==> src/rtl/sram_pkg.sv <==
// Shared types and defaults for the SRAM request queue: FSM state encoding,
// default bus widths and the width of one buffered request.
package sram_pkg;

  localparam int DEF_ADDR_W = 32;
  localparam int DEF_DATA_W = 32;

  localparam logic [1:0] ST_IDLE      = 2'd0;
  localparam logic [1:0] ST_ISSUE     = 2'd1;
  localparam logic [1:0] ST_WAIT_BUSY = 2'd2;
  localparam logic [1:0] ST_WAIT_DONE = 2'd3;

  typedef enum logic [1:0] {
    S_IDLE      = ST_IDLE,
    S_ISSUE     = ST_ISSUE,
    S_WAIT_BUSY = ST_WAIT_BUSY,
    S_WAIT_DONE = ST_WAIT_DONE
  } state_e;

  // One FIFO entry is {we, addr, wdata}.
  function automatic int entry_w(input int aw, input int dw);
    return 1 + aw + dw;
  endfunction

  localparam int DEF_ENTRY_W = entry_w(DEF_ADDR_W, DEF_DATA_W);

endpackage

==> src/rtl/sram_request_queue_if.sv <==
// CPU request/response channel plus the sram_controller access channel,
// bundled so the queue and its environment connect through one port.
interface sram_request_queue_if #(
  parameter int ADDR_W = sram_pkg::DEF_ADDR_W,
  parameter int DATA_W = sram_pkg::DEF_DATA_W
);
  // Request handshake: a transfer happens on every rising edge where
  // req_valid and req_ready are both 1; the requester holds req_we/req_addr/
  // req_wdata stable while req_valid is 1, and req_ready never depends on
  // req_valid. rsp_valid and req_err are single-cycle pulses with no backpressure.
  logic              req_valid;
  logic              req_ready;
  logic              req_we;
  logic [ADDR_W-1:0] req_addr;
  logic [DATA_W-1:0] req_wdata;
  logic              rsp_valid;
  logic [DATA_W-1:0] rsp_rdata;
  logic              req_err;

  logic              access_n;
  logic              we;
  logic [ADDR_W-1:0] address;
  logic [DATA_W-1:0] write_data;
  logic              busy_n;
  logic [DATA_W-1:0] read_data;

  modport slave (
    input  req_valid, req_we, req_addr, req_wdata, busy_n, read_data,
    output req_ready, rsp_valid, rsp_rdata, req_err,
           access_n, we, address, write_data
  );

  modport master (
    output req_valid, req_we, req_addr, req_wdata, busy_n, read_data,
    input  req_ready, rsp_valid, rsp_rdata, req_err,
           access_n, we, address, write_data
  );

endinterface

==> src/rtl/sram_req_fifo.sv <==
// Synchronous in-order FIFO; power-of-two DEPTH so pointers wrap naturally.
// Push when full and pop when empty are ignored.
module sram_req_fifo #(
  parameter int DEPTH = 4,
  parameter int WIDTH = 65
) (
  input  logic                       clk,
  input  logic                       rst_n,
  input  logic                       push,
  input  logic                       pop,
  input  logic [WIDTH-1:0]           wdata,
  output logic [WIDTH-1:0]           rdata,
  output logic                       full,
  output logic                       empty,
  output logic [$clog2(DEPTH):0]     count
);

  localparam int PTR_W = $clog2(DEPTH);
  localparam int CNT_W = PTR_W + 1;

  logic [PTR_W-1:0] wr_ptr_q, wr_ptr_d;
  logic [PTR_W-1:0] rd_ptr_q, rd_ptr_d;
  logic [CNT_W-1:0] count_q, count_d;
  logic [WIDTH-1:0] mem_q [DEPTH];
  logic [WIDTH-1:0] mem_d [DEPTH];
  logic             do_push;
  logic             do_pop;

  assign full    = (count_q == CNT_W'(DEPTH));
  assign empty   = (count_q == '0);
  assign count   = count_q;
  assign rdata   = mem_q[rd_ptr_q];
  assign do_push = push && !full;
  assign do_pop  = pop && !empty;

  always_comb begin
    mem_d    = mem_q;
    wr_ptr_d = wr_ptr_q;
    rd_ptr_d = rd_ptr_q;
    count_d  = count_q;
    if (do_push) begin
      mem_d[wr_ptr_q] = wdata;
      wr_ptr_d        = wr_ptr_q + PTR_W'(1);
    end
    if (do_pop) begin
      rd_ptr_d = rd_ptr_q + PTR_W'(1);
    end
    case ({do_push, do_pop})
      2'b10:   count_d = count_q + CNT_W'(1);
      2'b01:   count_d = count_q - CNT_W'(1);
      default: count_d = count_q;
    endcase
  end

  always_ff @(posedge clk) begin
    if (!rst_n) begin
      wr_ptr_q <= '0;
      rd_ptr_q <= '0;
      count_q  <= '0;
    end else begin
      wr_ptr_q <= wr_ptr_d;
      rd_ptr_q <= rd_ptr_d;
      count_q  <= count_d;
    end
  end

  // Storage needs no reset: entries are only read once count covers them.
  always_ff @(posedge clk) begin
    mem_q <= mem_d;
  end

endmodule

==> src/rtl/sram_request_queue.sv <==
// CPU-side request queue in front of sram_controller: buffers requests and
// replays them one at a time. Optional macro SRAM_REQ_ALIGN_CHECK_EN drops
// misaligned requests and pulses req_err instead.
module sram_request_queue
  import sram_pkg::*;
#(
  parameter int DEPTH  = 4,
  parameter int ADDR_W = DEF_ADDR_W,
  parameter int DATA_W = DEF_DATA_W
) (
  input  logic                   clk,
  input  logic                   rst_n,
  sram_request_queue_if.slave    bus,
  output state_e                 dbg_state,
  output logic [$clog2(DEPTH):0] dbg_count
);

  localparam int ENTRY_W = entry_w(ADDR_W, DATA_W);

  logic               fifo_push;
  logic               fifo_pop;
  logic [ENTRY_W-1:0] fifo_wdata;
  logic [ENTRY_W-1:0] fifo_rdata;
  logic               fifo_full;
  logic               fifo_empty;
  logic               accept;
  logic               head_we;
  logic [ADDR_W-1:0]  head_addr;
  logic [DATA_W-1:0]  head_wdata;

  state_e             state_q, state_d;
  logic               access_n_q, access_n_d;
  logic               we_q, we_d;
  logic [ADDR_W-1:0]  address_q, address_d;
  logic [DATA_W-1:0]  write_data_q, write_data_d;
  logic               rsp_valid_q, rsp_valid_d;
  logic [DATA_W-1:0]  rsp_rdata_q, rsp_rdata_d;

  sram_req_fifo #(
    .DEPTH (DEPTH),
    .WIDTH (ENTRY_W)
  ) u_fifo (
    .clk   (clk),
    .rst_n (rst_n),
    .push  (fifo_push),
    .pop   (fifo_pop),
    .wdata (fifo_wdata),
    .rdata (fifo_rdata),
    .full  (fifo_full),
    .empty (fifo_empty),
    .count (dbg_count)
  );

  assign bus.req_ready = !fifo_full;
  assign accept        = bus.req_valid && !fifo_full;
  assign fifo_wdata    = {bus.req_we, bus.req_addr, bus.req_wdata};
  assign head_we       = fifo_rdata[ENTRY_W-1];
  assign head_addr     = fifo_rdata[ADDR_W+DATA_W-1 -: ADDR_W];
  assign head_wdata    = fifo_rdata[DATA_W-1:0];
  // The head stays valid through ISSUE and leaves at the end of it.
  assign fifo_pop      = (state_q == S_ISSUE);

`ifdef SRAM_REQ_ALIGN_CHECK_EN
  logic misaligned;
  logic req_err_q, req_err_d;

  assign misaligned  = (bus.req_addr[1:0] != 2'b00);
  assign fifo_push   = accept && !misaligned;
  assign req_err_d   = accept && misaligned;
  assign bus.req_err = req_err_q;

  always_ff @(posedge clk) begin
    if (!rst_n) req_err_q <= 1'b0;
    else        req_err_q <= req_err_d;
  end
`else
  assign fifo_push   = accept;
  assign bus.req_err = 1'b0;
`endif

  always_comb begin
    state_d      = state_q;
    access_n_d   = 1'b1;
    we_d         = we_q;
    address_d    = address_q;
    write_data_d = write_data_q;
    rsp_valid_d  = 1'b0;
    rsp_rdata_d  = rsp_rdata_q;
    case (state_q)
      S_IDLE: begin
        if (!fifo_empty && bus.busy_n) begin
          state_d      = S_ISSUE;
          access_n_d   = 1'b0;
          we_d         = head_we;
          address_d    = head_addr;
          write_data_d = head_wdata;
        end
      end
      S_ISSUE:     state_d = S_WAIT_BUSY;
      S_WAIT_BUSY: if (!bus.busy_n) state_d = S_WAIT_DONE;
      S_WAIT_DONE: begin
        if (bus.busy_n) begin
          state_d = S_IDLE;
          // we_q still holds the finished transaction's direction.
          if (!we_q) begin
            rsp_valid_d = 1'b1;
            rsp_rdata_d = bus.read_data;
          end
        end
      end
      default: state_d = S_IDLE;
    endcase
  end

  always_ff @(posedge clk) begin
    if (!rst_n) begin
      state_q      <= S_IDLE;
      access_n_q   <= 1'b1;
      we_q         <= 1'b0;
      address_q    <= '0;
      write_data_q <= '0;
      rsp_valid_q  <= 1'b0;
      rsp_rdata_q  <= '0;
    end else begin
      state_q      <= state_d;
      access_n_q   <= access_n_d;
      we_q         <= we_d;
      address_q    <= address_d;
      write_data_q <= write_data_d;
      rsp_valid_q  <= rsp_valid_d;
      rsp_rdata_q  <= rsp_rdata_d;
    end
  end

  assign bus.access_n   = access_n_q;
  assign bus.we         = we_q;
  assign bus.address    = address_q;
  assign bus.write_data = write_data_q;
  assign bus.rsp_valid  = rsp_valid_q;
  assign bus.rsp_rdata  = rsp_rdata_q;
  assign dbg_state      = state_q;

endmodule

==> src/flat_wrapper.sv <==
// flat-port wrapper written by rule: the top's interface ports become plain ports
module sram_request_queue_flat import sram_pkg::*;
#(
  parameter int DEPTH  = 4,
  parameter int ADDR_W = DEF_ADDR_W,
  parameter int DATA_W = DEF_DATA_W
)
  (clk, rst_n, dbg_state, dbg_count, bus_req_valid, bus_req_we, bus_req_addr, bus_req_wdata, bus_busy_n, bus_read_data, bus_req_ready, bus_rsp_valid, bus_rsp_rdata, bus_req_err, bus_access_n, bus_we, bus_address, bus_write_data);
  sram_request_queue_if #(.ADDR_W(ADDR_W), .DATA_W(DATA_W)) bus_i ();
  input  logic clk;
  input  logic rst_n;
  output state_e dbg_state;
  output logic [$clog2(DEPTH):0] dbg_count;
  input wire logic [$bits(bus_i.req_valid)-1:0] bus_req_valid;
  input wire logic [$bits(bus_i.req_we)-1:0] bus_req_we;
  input wire logic [$bits(bus_i.req_addr)-1:0] bus_req_addr;
  input wire logic [$bits(bus_i.req_wdata)-1:0] bus_req_wdata;
  input wire logic [$bits(bus_i.busy_n)-1:0] bus_busy_n;
  input wire logic [$bits(bus_i.read_data)-1:0] bus_read_data;
  output wire logic [$bits(bus_i.req_ready)-1:0] bus_req_ready;
  output wire logic [$bits(bus_i.rsp_valid)-1:0] bus_rsp_valid;
  output wire logic [$bits(bus_i.rsp_rdata)-1:0] bus_rsp_rdata;
  output wire logic [$bits(bus_i.req_err)-1:0] bus_req_err;
  output wire logic [$bits(bus_i.access_n)-1:0] bus_access_n;
  output wire logic [$bits(bus_i.we)-1:0] bus_we;
  output wire logic [$bits(bus_i.address)-1:0] bus_address;
  output wire logic [$bits(bus_i.write_data)-1:0] bus_write_data;
  assign bus_i.req_valid = bus_req_valid;
  assign bus_i.req_we = bus_req_we;
  assign bus_i.req_addr = bus_req_addr;
  assign bus_i.req_wdata = bus_req_wdata;
  assign bus_i.busy_n = bus_busy_n;
  assign bus_i.read_data = bus_read_data;
  assign bus_req_ready = bus_i.req_ready;
  assign bus_rsp_valid = bus_i.rsp_valid;
  assign bus_rsp_rdata = bus_i.rsp_rdata;
  assign bus_req_err = bus_i.req_err;
  assign bus_access_n = bus_i.access_n;
  assign bus_we = bus_i.we;
  assign bus_address = bus_i.address;
  assign bus_write_data = bus_i.write_data;
  sram_request_queue #(.DEPTH(DEPTH), .ADDR_W(ADDR_W), .DATA_W(DATA_W)) u_core (.clk(clk), .rst_n(rst_n), .bus(bus_i), .dbg_state(dbg_state), .dbg_count(dbg_count));
endmodule
==> config.mk <==
export PLATFORM = sky130hd
export DESIGN_NAME = sram_request_queue_flat
export DESIGN_NICKNAME = d
export VERILOG_FILES = /design/src/rtl/sram_pkg.sv /design/src/rtl/sram_request_queue_if.sv /design/src/rtl/sram_req_fifo.sv /design/src/rtl/sram_request_queue.sv /design/src/flat_wrapper.sv
export SDC_FILE = /design/constraint.sdc
export NUM_CORES = 1
export LEC_CHECK = 0
export BUFFER_PORTS_ARGS = -buffer_cell sky130_fd_sc_hd__buf_2
export CAP_MARGIN = 20
export CORE_ASPECT_RATIO = 0.7
export CORE_MARGIN = 8
export CORE_UTILIZATION = 45
export DETAILED_ROUTE_END_ITERATION = 10
export MAX_ROUTING_LAYER = met4
export PLACE_DENSITY = 0.68
export SYNTH_ARGS = -nofsm -noshare
export SYNTH_HDL_FRONTEND = slang
export SYNTH_SLANG_ARGS = --single-unit
==> constraint.sdc <==
create_clock -name clk -period 2.9 [get_ports clk]
set_input_delay 0.58 -clock clk [delete_from_list [all_inputs] [get_ports clk]]
set_output_delay 0.58 -clock clk [all_outputs]
set_load 0.02 [all_outputs]
; ---- Word-level counts from Yosys, hierarchy flattened
; Index checks and enable logic that the tools add are counted.
[classes]
addsub = 4
order_cmp = 3
n_eq_ne = 9
n_mux = 13
bitwise_logic = 3
n_reduce_logical = 15
[op_table]
columns = op, n
row1 = $bwmux W260, 1
row2 = $mux W65, 3
row3 = $bmux W65 S2, 1
row4 = $demux W65 S2, 1
row5 = $reduce_and A3 Y1, 3
row6 = $pmux W2 S4, 1
row7 = $eq A2 B2 Y1 const B, 3
row8 = $ge A3 B3 Y1 const B, 2
row9 = $mux W2, 3
row10 = $not A2 Y3, 2
row11 = $pmux W3 S2, 1
row12 = $logic_and A1 B1 Y1, 5
row13 = $add A2 B1 Y2 const B, 2
row14 = $eq A2 B1 Y1 const B, 2
row15 = $ne A2 B2 Y1 const B, 2
row16 = $reduce_and A2 Y1, 2
row17 = $add A3 B1 Y3 const B, 1
row18 = $eq A3 B3 Y1 const B, 1
row19 = $logic_not A3 Y1, 1
row20 = $lt A3 B1 Y1 const B, 1
row21 = $sub A3 B1 Y3 const B, 1
row22 = $logic_not A1 Y1, 2
row23 = $logic_not A2 Y1, 1
row24 = $mux W1, 2
row25 = other kinds (3), 3
[word_totals]
regBits = 368
in_bits = 101
output_inout_bits = 106
elab_cells = 61

; ---- Depth between registers and ports, before layout
; Gate-level depths: netlist of the first run.
[depth]
word_depth = 6
depth_mapped = 10
mapped_depth_nobuf = 10

; ---- Hierarchy
; From an unflattened synthesis of the first run, not the netlist that was laid out.
[hier_totals]
cells_unflattened = 842
area_unflattened_um2 = 13817.0
[by_module_without_submodules]
columns = module, n_inst, cells_per_inst, area_per_inst_um2, seq_area_each_um2
row1 = sram_req_fifo, 1, 391, 9844.4, 7947.6
row2 = sram_request_queue, 1, 451, 3972.6, 2021.9

; ---- Least setup slack after synthesis of the first run
; Ideal clock, no wire load.
[synth_timing]
kind = register to register
start = register u_core.u_fifo.count_q[0], in the netlist u_core.u_fifo.count[0]
end = register u_core.u_fifo.mem_q[0] (netlist name) (enable)
setup_ns = 0.430
arrival_ns = 2.723
t_required_ns = 2.470
slack_ns = -0.253
path_stages_with_launch = 4
n_path_buf = 1
synth_period_minus_slack_ns = 3.153
path_cell_list = dfxtp_1 -> or3b_1 -> clkbuf_1 -> and3_1
[synth_between]
elab_chain_len = 4
[synth_rtl]
columns = element, line
row1 = from (decl), sram_req_fifo.sv:23  ; logic [CNT_W-1:0] count_q, count_d;
row2 = from (signal assigned), sram_req_fifo.sv:63  ; count_q <= count_d;
row3 = $eq A3 B3 Y1 (*), sram_req_fifo.sv:29  ; assign full = (count_q == CNT_W'(DEPTH));
row4 = $logic_not A1 Y1 (*), --
row5 = via bus_req_ready, flat_wrapper.sv:20  ; output wire logic [$bits(bus_i.req_ready)-1:0] bus_req_ready;
row6 = $logic_and A1 B1 Y1, sram_request_queue.sv:55  ; assign accept = bus.req_valid && !fifo_full;
row7 = $logic_and A1 B1 Y1 (*), sram_req_fifo.sv:33  ; assign do_push = push && !full;
row8 = to (signal assigned), sram_req_fifo.sv:69  ; mem_q <= mem_d;
row9 = to (decl), sram_req_fifo.sv:24  ; logic [WIDTH-1:0] mem_q [DEPTH];
; Mark *: on every way through the listed nets, which the timed path passes. The rest lies on a longest branch.
; A chain may end at the register's enable or synchronous reset.

; ---- Worst setup path in the final report of the first run
[layout_timing]
start = register u_core.u_fifo.count_q[2], in the netlist u_core.u_fifo.count[2]
end = register u_core.u_fifo.count_q[2], in the netlist u_core.u_fifo.count[2]
[layout_between]
elab_chain_len = 6
elab_cells_between_ends = 13
classes_between = add/sub (2) / eq/ne (3) / mux (1) / reduce/logical (7)
[layout_rtl]
columns = element, line
row1 = $eq A3 B3 Y1, sram_req_fifo.sv:29
row2 = $logic_not A1 Y1, "sram_req_fifo.sv:33, sram_request_queue.sv:55"
row3 = $logic_and A1 B1 Y1, sram_request_queue.sv:55
row4 = $logic_and A1 B1 Y1, sram_req_fifo.sv:33
row5 = $eq A2 B1 Y1 / $eq A2 B2 Y1 (equally long branches), sram_req_fifo.sv:48  ; case ({do_push, do_pop})
row6 = $pmux W3 S2 / $reduce_bool A2 Y1 (equally long branches), --
; Several ways; a longest one is shown, not always the timed one.

==> run summary, run 1 <==
Multi-input gate area -> 0.00288 mm^2
Largest stage delay on the critical path -> 520 ps
RSZ-0062 raised after global routing -> no
Critical Path End -> u_core.u_fifo.count[2]$_SDFFE_PN0P_
Worst-margin pin slew -> 889 ps
First-pass GRT wire length -> 42600 um
YS warnings -> 0
RR Startpoint -> u_core.u_fifo.count[2]$_SDFFE_PN0P_
Crit path kind -> reg -> reg
Critical path depth -> 8
Cells along the critical path -> or3b_1 -> nand2_1 -> ha_1 -> inv_1 -> fa_1 -> xor2_1 -> or3_1 -> a21oi_1
Gr ovfl total -> 0
Nature of the critical path startpoint -> flip-flop
Fin util -> 54.8%
MaxCap Viol Count -> 0
Worst vdd ir -> 487 uV
Sequential cell area -> 0.00998 mm^2
Area grow syn2layout -> 20.2%
Hpwl dp -> 17100 um
Lkg Pwr -> 5.75 nW
Worst path top cell family by delay -> simple AND/OR/NAND/NOR gates
GPL Wtd Cong -> 0.758
Net Count, Synth -> 814
Detailed-route vias per instance -> 5.21
Die span in x -> 220 um
EDFF count, synth -> 260
Finished layout cell area -> 0.0158 mm^2
Async SR Flop Fraction -> 0%
Critical Path RT -> 3350 ps
Clock Sinks -> 368
Layout cells sized above 1 -> 37.2%
Commonest non-fill, non-tap cell in the layout -> edfxtp_1
Slew HR -> 40.7%
Maximum root-to-sink buffer count -> 3
Post-CTS Setup Bufs -> 0
CP max-delay cell -> or3b_1
R2R depth -> 8
Largest net degree at the start of global routing -> 67
Commonest cells after routing, fill and taps aside -> 260 x edfxtp_1, 205 x buf_2, 106 x dfxtp_1
CP startpoint -> u_core.u_fifo.count[2]$_SDFFE_PN0P_
Clk Latency, worst-skew pair -> 520 ps
Via count -> 6948
Worst R2R Setup Slack -> 520 ps
Synth Register Bits -> 368
Die area -> 0.0350 mm^2
Clock skew -> 18.3 ps
Post-Place Cells -> 1261
Hold_buf cts -> 0
Vias in the first global route -> 7249
Setup Viol. Count Final -> 0
Main synth FF type -> edfxtp_1
Power, Total -> 13.0 mW
Core area -> 0.0288 mm^2
Hold Crit Start -> bus_req_addr[5]
Antenna viol nets, final -> 0
Routed wire length -> 27400 um
Peak Freq -> 0.421 GHz
Average size of a mapped cell -> 18.7 um^2
Total track usage -> 16.1%
Netlist cell types -> 35
CP Data Arrival Time -> 2830 ps
Worst flop-to-flop path endpoint -> u_core.u_fifo.count[2]$_SDFFE_PN0P_
I/O Pins -> 207
Final period util -> 82.0%
Clock root buffer -> clkbuf_16
Final std cells w/o fill -> 1333
Register area share after synthesis -> 75.9%
H-tree levels -> 2
Status -> finished clean
Final nets -> 1032
Critical Path End Type -> flip-flop
Initial core utilization -> 45.6%
Port bufs -> 205
PwrDens -> 824 mW/mm^2
Resized Gates After CTS -> 0
Initial antenna violation count -> 6
Post-synthesis cell count -> 703
Hold Crit Class -> in -> reg
Iter 0 DRT Violations -> 582
Synthesized area -> 0.0131 mm^2
Drt pass-1 iters -> 4
CTS tree -> done
Worst-path fanout max -> 10
Fin. max-slew vios -> 0
Critical path buffers and inverters -> 1
Worst-path clk slew -> 70 ps
Setup_tns -> 0 ps
Post-route DRC -> 0
Routed wire per std cell -> 20.6 um
Final min period -> 2380 ps
TritonCTS Buffers -> 36
Area after DPL -> 0.0146 mm^2
Die height -> 159 um
Rows -> 52
Final hold vios -> 0
Fillers -> 2257
[registers in the layout (all words and copies together), names as in the netlist]
signal / cells
u_core.bus.access_n: 1
u_core.u_fifo.count: 3
u_core.bus.rsp_rdata: 32
u_core.bus.write_data: 32
u_core.u_fifo.rd_ptr_q: 2
u_core.bus.we: 1
u_core.bus.address: 32
u_core.dbg_state: 2
u_core.u_fifo.wr_ptr_q: 2
u_core.bus.rsp_valid: 1
u_core.u_fifo.mem_q: 260
[worst min path at each step]
stage                                            endpoint  slack, ps  cells past startpoint
floorplan            u_core.bus.rsp_rdata[0]$_SDFFE_PN0P_        530                      2
global placement    u_core.bus.rsp_rdata[25]$_SDFFE_PN0P_        440                      2
detailed placement   u_core.bus.rsp_rdata[9]$_SDFFE_PN0P_        440                      2
CTS                     u_core.u_fifo.mem_q[37]$_DFFE_PP_        250                      1
global route           u_core.u_fifo.mem_q[184]$_DFFE_PP_        250                      1
finish                  u_core.u_fifo.mem_q[37]$_DFFE_PP_        270                      1
[final cells by class]
cell class / count / area share [%]
timing repair buffer: 223 / 7.91
tap: 378 / 2.99
sequential: 368 / 63.2
multi-input combinational: 281 / 18.2
inverter: 11 / 0.261
antenna: 7 / 0.111
clock buffer: 46 / 6.20
clock inverter: 19 / 1.13
[per-stage QoR]
stage               hold slack [ps]  setup slack, ps
global placement                439              589
finish                          273              522
global route                    254              386
floorplan                       535              441
detailed placement              444              551
CTS                             248              534
[cell usage after synthesis (4+ instances only)]
cell type | number | area, um^2
buf_6 | 5 | 56.3
buf_2 | 13 | 65.1
nand2_1 | 69 | 259
edfxtp_1 | 260 | 7810
dfxtp_1 | 108 | 2160
xor2_1 | 4 | 35.0
buf_8 | 5 | 75.1
a21oi_1 | 37 | 185
clkbuf_1 | 18 | 67.6
nor2_1 | 7 | 26.3
inv_1 | 9 | 33.8
mux4_2 | 65 | 1460
a22o_1 | 65 | 569
and3_1 | 4 | 25.0
ha_1 | 9 | 113
[layer usage]
metal | share of wire [%] | GRT usage [%]
met1 | 44 | 21.2
met2 | 47 | 24.5
met3 | 6.3 | 4.18
met4 | 2.3 | 4.93
met5 | 0 | -
[where the power goes]
group / switching [mW] / internal, mW
Sequential: 0.277 / 6.12
Clock: 1.91 / 2.67
Combinational: 1.15 / 0.886
Total: 3.34 / 9.68
[cell families (layout without fill, tap and decap cells)]
group / Yosys count / count (layout) / share of synthesized area, %
adder cells (fa/ha/maj): 10 / 10 / 1.01
AO/OA/AOI/OAI: 110 / 110 / 6.30
XOR/XNOR: 4 / 4 / 0.267
AND/OR/NAND/NOR: 90 / 90 / 2.89
other: 1 / 8 / 0.0285
multiplexers: 66 / 66 / 11.2
buffers and inverters: 54 / 299 / 2.41
flip-flops: 368 / 368 / 75.9
Power figures use the tool's default switching activity.
==> run 2: changes to the inputs <==
- PLACE_DENSITY: 0.68 -> 0.66
- clock period: 2.9 -> 2.3 ns (I/O delays scaled with it)
==> run 2 against run 1 <==
Effect of this change:
- clock-buffer cell count rose by 2
- critical path depth unchanged
- wire length increased by 0.75%
- sequential share of layout area shrank 0.15 points
- sequential power up 26%
- fmax up 12%
- non-clock buffer count grew 2
- global-route usage rose by 0.11 points
- design area increased by 0.25%
- core utilization grew 0.13 points
==> run summary, run 2 (synthesis results as in run 1) <==
Status -> finished clean
Hold Crit Class -> in -> reg
Lkg Pwr -> 5.75 nW
Worst-margin pin slew -> 1090 ps
Clock root buffer -> clkbuf_16
Port bufs -> 205
Drt pass-1 iters -> 5
Worst-path clk slew -> 60 ps
Clock network power share -> 35.2%
Layout cells sized above 1 -> 37.5%
PwrDens -> 1040 mW/mm^2
I/O Pins -> 207
Hpwl dp -> 17100 um
Fin util -> 54.9%
Clk Latency, worst-skew pair -> 520 ps
Post-route DRC -> 0
Psw -> 4.23 mW
Commonest cells after routing, fill and taps aside -> 260 x edfxtp_1, 205 x buf_2, 105 x dfxtp_1
Commonest non-fill, non-tap cell in the layout -> edfxtp_1
Slew HR -> 27.6%
CP Data Arrival Time -> 2570 ps
Worst-path fanout max -> 8
Routed wire per std cell -> 20.7 um
Antenna viol nets, final -> 0
First-pass GRT wire length -> 42900 um
Cell Int Power -> 12.3 mW
Max reg flops -> 260
Sequential cell area -> 0.00998 mm^2
Resized Gates After CTS -> 0
Final min period -> 2130 ps
Fin. max-slew vios -> 0
Detailed-route vias per instance -> 5.19
Seq pwr share -> 48.6%
Largest net degree at the start of global routing -> 66
Setup Viol. Count Final -> 0
Total track usage -> 16.2%
H-tree levels -> 2
Vias in the first global route -> 7420
Final nets -> 1034
Switching Share -> 25.6%
Final hold vios -> 0
Worst vdd ir -> 694 uV
Core area -> 0.0288 mm^2
Initial core utilization -> 45.6%
Critical Path End Type -> flip-flop
Initial antenna violation count -> 5
MaxCap Viol Count -> 0
CTS tree -> done
Via count -> 6916
Post-CTS Setup Bufs -> 0
Clock Sinks -> 368
Maximum root-to-sink buffer count -> 3
Gr ovfl total -> 0
Die span in x -> 220 um
Largest Register -> u_core.u_fifo.mem_q
Fillers -> 2277
Hold_buf cts -> 0
Critical Path RT -> 2740 ps
GPL Wtd Cong -> 0.787
Setup_tns -> 0 ps
Clock skew -> 13.4 ps
Logic pwr share -> 16.2%
Die height -> 159 um
Die area -> 0.0350 mm^2
Peak Freq -> 0.469 GHz
Routed wire length -> 27600 um
Area grow syn2layout -> 20.5%
RSZ-0062 raised after global routing -> no
Rows -> 52
TritonCTS Buffers -> 36
Crit path kind -> reg -> reg
Multi-input gate area -> 0.00288 mm^2
Iter 0 DRT Violations -> 441
Final period util -> 92.7%
Nature of the critical path startpoint -> flip-flop
==> run 2: changes by cell type in the layout (fill, tap and decap cells not counted) <==
cell / change
buf_12: +1
buf_4: +1
clkbuf_1: +1
clkbuf_8: +1
clkinv_1: -1
clkinv_2: -4
clkinv_4: +2
clkinvlp_2: +1
clkinvlp_4: +1
dfxtp_1: -1
dfxtp_2: +1
diode_2: -2
inv_6: -1
==> run 2: layout make-up <==
cell class              count  area share, %
clock inverters            17           1.11
diodes                      5         0.0790
clock buffers              48           6.30
well taps                 378           2.99
multi-input cells         281           18.2
flip-flops and latches    368           63.0
inverters                  11          0.261
repair buffers            225           8.06
==> run 2: metrics by stage <==
stage / cells / hold WS [ps] / area [um^2] / setup WS (ps) / power [mW]
after CTS: 1328 / 117 / 15800 / 167 / 16.8
after floorplan: 703 / 535 / 13100 / 2.65 / 9.95
final: 1333 / 149 / 15800 / 169 / 16.5
after detailed placement: 1263 / 443 / 14600 / 186 / 10.9
after global placement: 1263 / 439 / 14600 / 187 / 10.9
after global routing: 1333 / 120 / 15800 / 23.1 / 17.2
==> run 2: worst paths after layout <==
| path | from | end | slack (ps) | depth (start not counted) |
|---|---|---|---|---|
| setup / recovery | u_core.u_fifo.count[2]$_SDFFE_PN0P_ | u_core.u_fifo.count[2]$_SDFFE_PN0P_ | 170 | 8 |
| setup reg to reg | u_core.u_fifo.count[2]$_SDFFE_PN0P_ | u_core.u_fifo.count[2]$_SDFFE_PN0P_ | 170 | 8 |
| hold / removal | bus_req_wdata[20] | u_core.u_fifo.mem_q[215]$_DFFE_PP_ | 150 | 1 |
| hold reg to reg | u_core.bus.rsp_rdata[4]$_SDFFE_PN0P_ | u_core.bus.rsp_rdata[4]$_SDFFE_PN0P_ | 450 | 2 |
==> run 2: power groups by stage <==
| stage | combinational, mW | sequential, mW | clock (mW) |
|---|---|---|---|
| after floorplan | 1.48 | 8.47 | 0 |
| after global placement | 2.71 | 8.16 | 0 |
| after detailed placement | 2.73 | 8.18 | 0 |
| after CTS | 2.74 | 8.04 | 5.98 |
| after global routing | 2.89 | 8.11 | 6.23 |
| final | 2.67 | 8.04 | 5.83 |
==> run 2: layer usage <==
metal | global-route usage [%] | vias to the layer above | wire, um
li1 | - | 3210 | -
met1 | 21.1 | 3503 | 12400
met2 | 25.4 | 163 | 13200
met3 | 4.20 | 40 | 1660
met4 | 3.78 | 0 | 433
met5 | - | - | 0
==> run 2: worst max-delay path: stages, from the launching register on <==
cell     delay [ps]
dfxtp_2         380
or3b_1          390
nand2_1          90
ha_1            180
inv_1            60
fa_1            370
xor2_1          160
or3_1           300
a21oi_1         140
==> run 3: changes to the inputs <==
- GPL_TIMING_DRIVEN: unset -> 0
==> run 3 against run 2 <==
Effect of this change:
- register-to-register slack got worse by 70 ps
- via count rose by 2.5%
- wire length rose by 2.1%
- fmax fell by 3.1%
- worst hold slack improved by 7.7 ps
- highest routed layer unchanged
- sequential share of layout area fell by 0.48 points
- design area rose by 0.77%
==> run summary, run 3 (synthesis results as in run 1) <==
Area after DPL -> 0.0148 mm^2
Core area -> 0.0288 mm^2
CTS tree -> done
Port bufs -> 204
Initial antenna violation count -> 5
Worst-path clk slew -> 60 ps
Total track usage -> 16.4%
Die span in x -> 220 um
Clock Sinks -> 368
Final nets -> 1066
I/O Pins -> 207
Maximum root-to-sink buffer count -> 3
Antenna viol nets, final -> 0
Commonest non-fill, non-tap cell in the layout -> edfxtp_1
Vias in the first global route -> 7393
Worst flop-to-flop path endpoint -> u_core.u_fifo.count[2]$_SDFFE_PN0P_
Final min period -> 2200 ps
Drt pass-1 iters -> 5
H-tree levels -> 2
Worst-margin pin slew -> 724 ps
TritonCTS Buffers -> 36
RR Startpoint -> u_core.u_fifo.count[0]$_SDFFE_PN0P_
Hold Crit Start -> bus_req_wdata[19]
Worst-path fanout max -> 5
Fin. max-slew vios -> 0
Clock root buffer -> clkbuf_16
Routed wire per std cell -> 20.6 um
Hpwl dp -> 18200 um
CP max-delay cell -> or3b_1
Final WS setup -> 101 ps
Routed wire length -> 28200 um
Die area -> 0.0350 mm^2
Iter 0 DRT Violations -> 391
Clock skew -> 12.1 ps
Critical Path RT -> 2740 ps
Rows -> 52
Hold Crit Class -> in -> reg
Final hold vios -> 0
Worst R2R Setup Slack -> 100 ps
Cells along the critical path -> or3b_1 -> buf_6 -> nand2_1 -> ha_2 -> inv_1 -> fa_1 -> xor2_1 -> or3_1 -> a21oi_1
Fillers -> 2289
Largest net degree at the start of global routing -> 54
Hold_buf cts -> 0
First-pass GRT wire length -> 43300 um
R2R depth -> 9
Layout cells sized above 1 -> 37.6%
Post-route DRC -> 0
MaxCap Viol Count -> 0
Pre-CTS setup slack -> -27.2 ps
Area grow syn2layout -> 21.4%
Final period util -> 95.6%
Gr ovfl total -> 0
Clk Latency, worst-skew pair -> 520 ps
Die height -> 159 um
Nature of the critical path startpoint -> flip-flop
Initial core utilization -> 45.6%
Commonest cells after routing, fill and taps aside -> 260 x edfxtp_1, 216 x buf_2, 105 x dfxtp_1
Crit path kind -> reg -> reg
Lkg Pwr -> 5.85 nW
Setup Viol. Count Final -> 0
PwrDens -> 1030 mW/mm^2
Slew HR -> 51.7%
Largest stage delay on the critical path -> 380 ps
Worst hold stages -> 1
Detailed-route vias per instance -> 5.19
CP Data Arrival Time -> 2640 ps
Max reg flops -> 260
Critical Path End Type -> flip-flop
Finished layout cell area -> 0.0160 mm^2
Status -> finished clean
Via count -> 7088
Largest Register -> u_core.u_fifo.mem_q
Worst vdd ir -> 667 uV
Worst hold path endpoint -> u_core.u_fifo.mem_q[214]$_DFFE_PP_
GPL Wtd Cong -> 0.761
Peak Freq -> 0.455 GHz
[run 3: cell count changes in the layout (fill, tap and decap cells not counted), sizes merged]
cell / before / now
buf: 225 / 239
bufinv: 3 / 1
clkbuf: 48 / 63
clkinv: 9 / 17
clkinvlp: 3 / 1
[run 3: power by group]
part	switching, mW	internal (mW)	leakage, nW	total [mW]
Clock	2.42	3.14	0.553	5.57
Sequential	0.274	7.73	3.26	8.00
Combinational	1.57	1.23	2.03	2.80
[run 3: layer usage]
metal / track usage (%) / vias up / wire (um)
met1: 21.9 / 3572 / 12800
met5: - / - / 0
li1: - / 3287 / -
met2: 25.2 / 178 / 13200
met4: 4.26 / 0 / 590
met3: 3.99 / 51 / 1660
[run 3: worst max path at each step]
stage / end / startpoint
floorplan: u_core.u_fifo.count[2]$_SDFFE_PN0P_ / u_core.u_fifo.count[0]$_SDFFE_PN0P_
global placement: u_core.u_fifo.mem_q[207]$_DFFE_PP_ / u_core.u_fifo.count[0]$_SDFFE_PN0P_
detailed placement: u_core.u_fifo.count[2]$_SDFFE_PN0P_ / u_core.u_fifo.count[0]$_SDFFE_PN0P_
CTS: u_core.u_fifo.count[2]$_SDFFE_PN0P_ / u_core.u_fifo.count[1]$_SDFFE_PN0P_
global route: u_core.u_fifo.count[2]$_SDFFE_PN0P_ / u_core.u_fifo.count[0]$_SDFFE_PN0P_
finish: u_core.u_fifo.count[2]$_SDFFE_PN0P_ / u_core.u_fifo.count[0]$_SDFFE_PN0P_
[run 3: area by class of cell]
cell class              count  area [um^2]  area share [%]
well taps                 378          473            2.96
multi-input cells         281         2880            18.0
plain buffers              43          285            1.79
diodes                      5         12.5          0.0784
clock inverters            21          136           0.855
inverters                  11         41.3           0.259
repair buffers            214         1180            7.37
flip-flops and latches    368         9980            62.5
clock buffers              45          976            6.12
[run 3: worst max-delay path, delay by kind of cell, from the launching register on]
kind / cells / cell delay, ps
AOI/OAI and AO/OA: 1 / 130
xor gates and xnor gates: 1 / 150
adders and majority gates: 2 / 550
buffers and inverters: 2 / 180
DFF: 1 / 360
and+or+nand+nor: 3 / 750
[run 3: through the flow]
stage	power [mW]	instances	hold slack, ps	setup TNS, ps	util (%)
detailed placement	11.0	1289	445	-27.2	51.2
global placement	10.9	1285	440	-116020	50.8
finish	16.4	1366	157	0	55.4
floorplan	9.95	703	535	0	-
CTS	16.5	1355	131	0	55.1
global route	17.1	1366	128	-9.07	55.4
[run 3: what timing repair did]
action,in CTS,in global routing
cloned,0,0
setup buffers,0,6
gates resized for setup,2,6
pin swaps,0,1
endpoints found under the setup margin,1,9
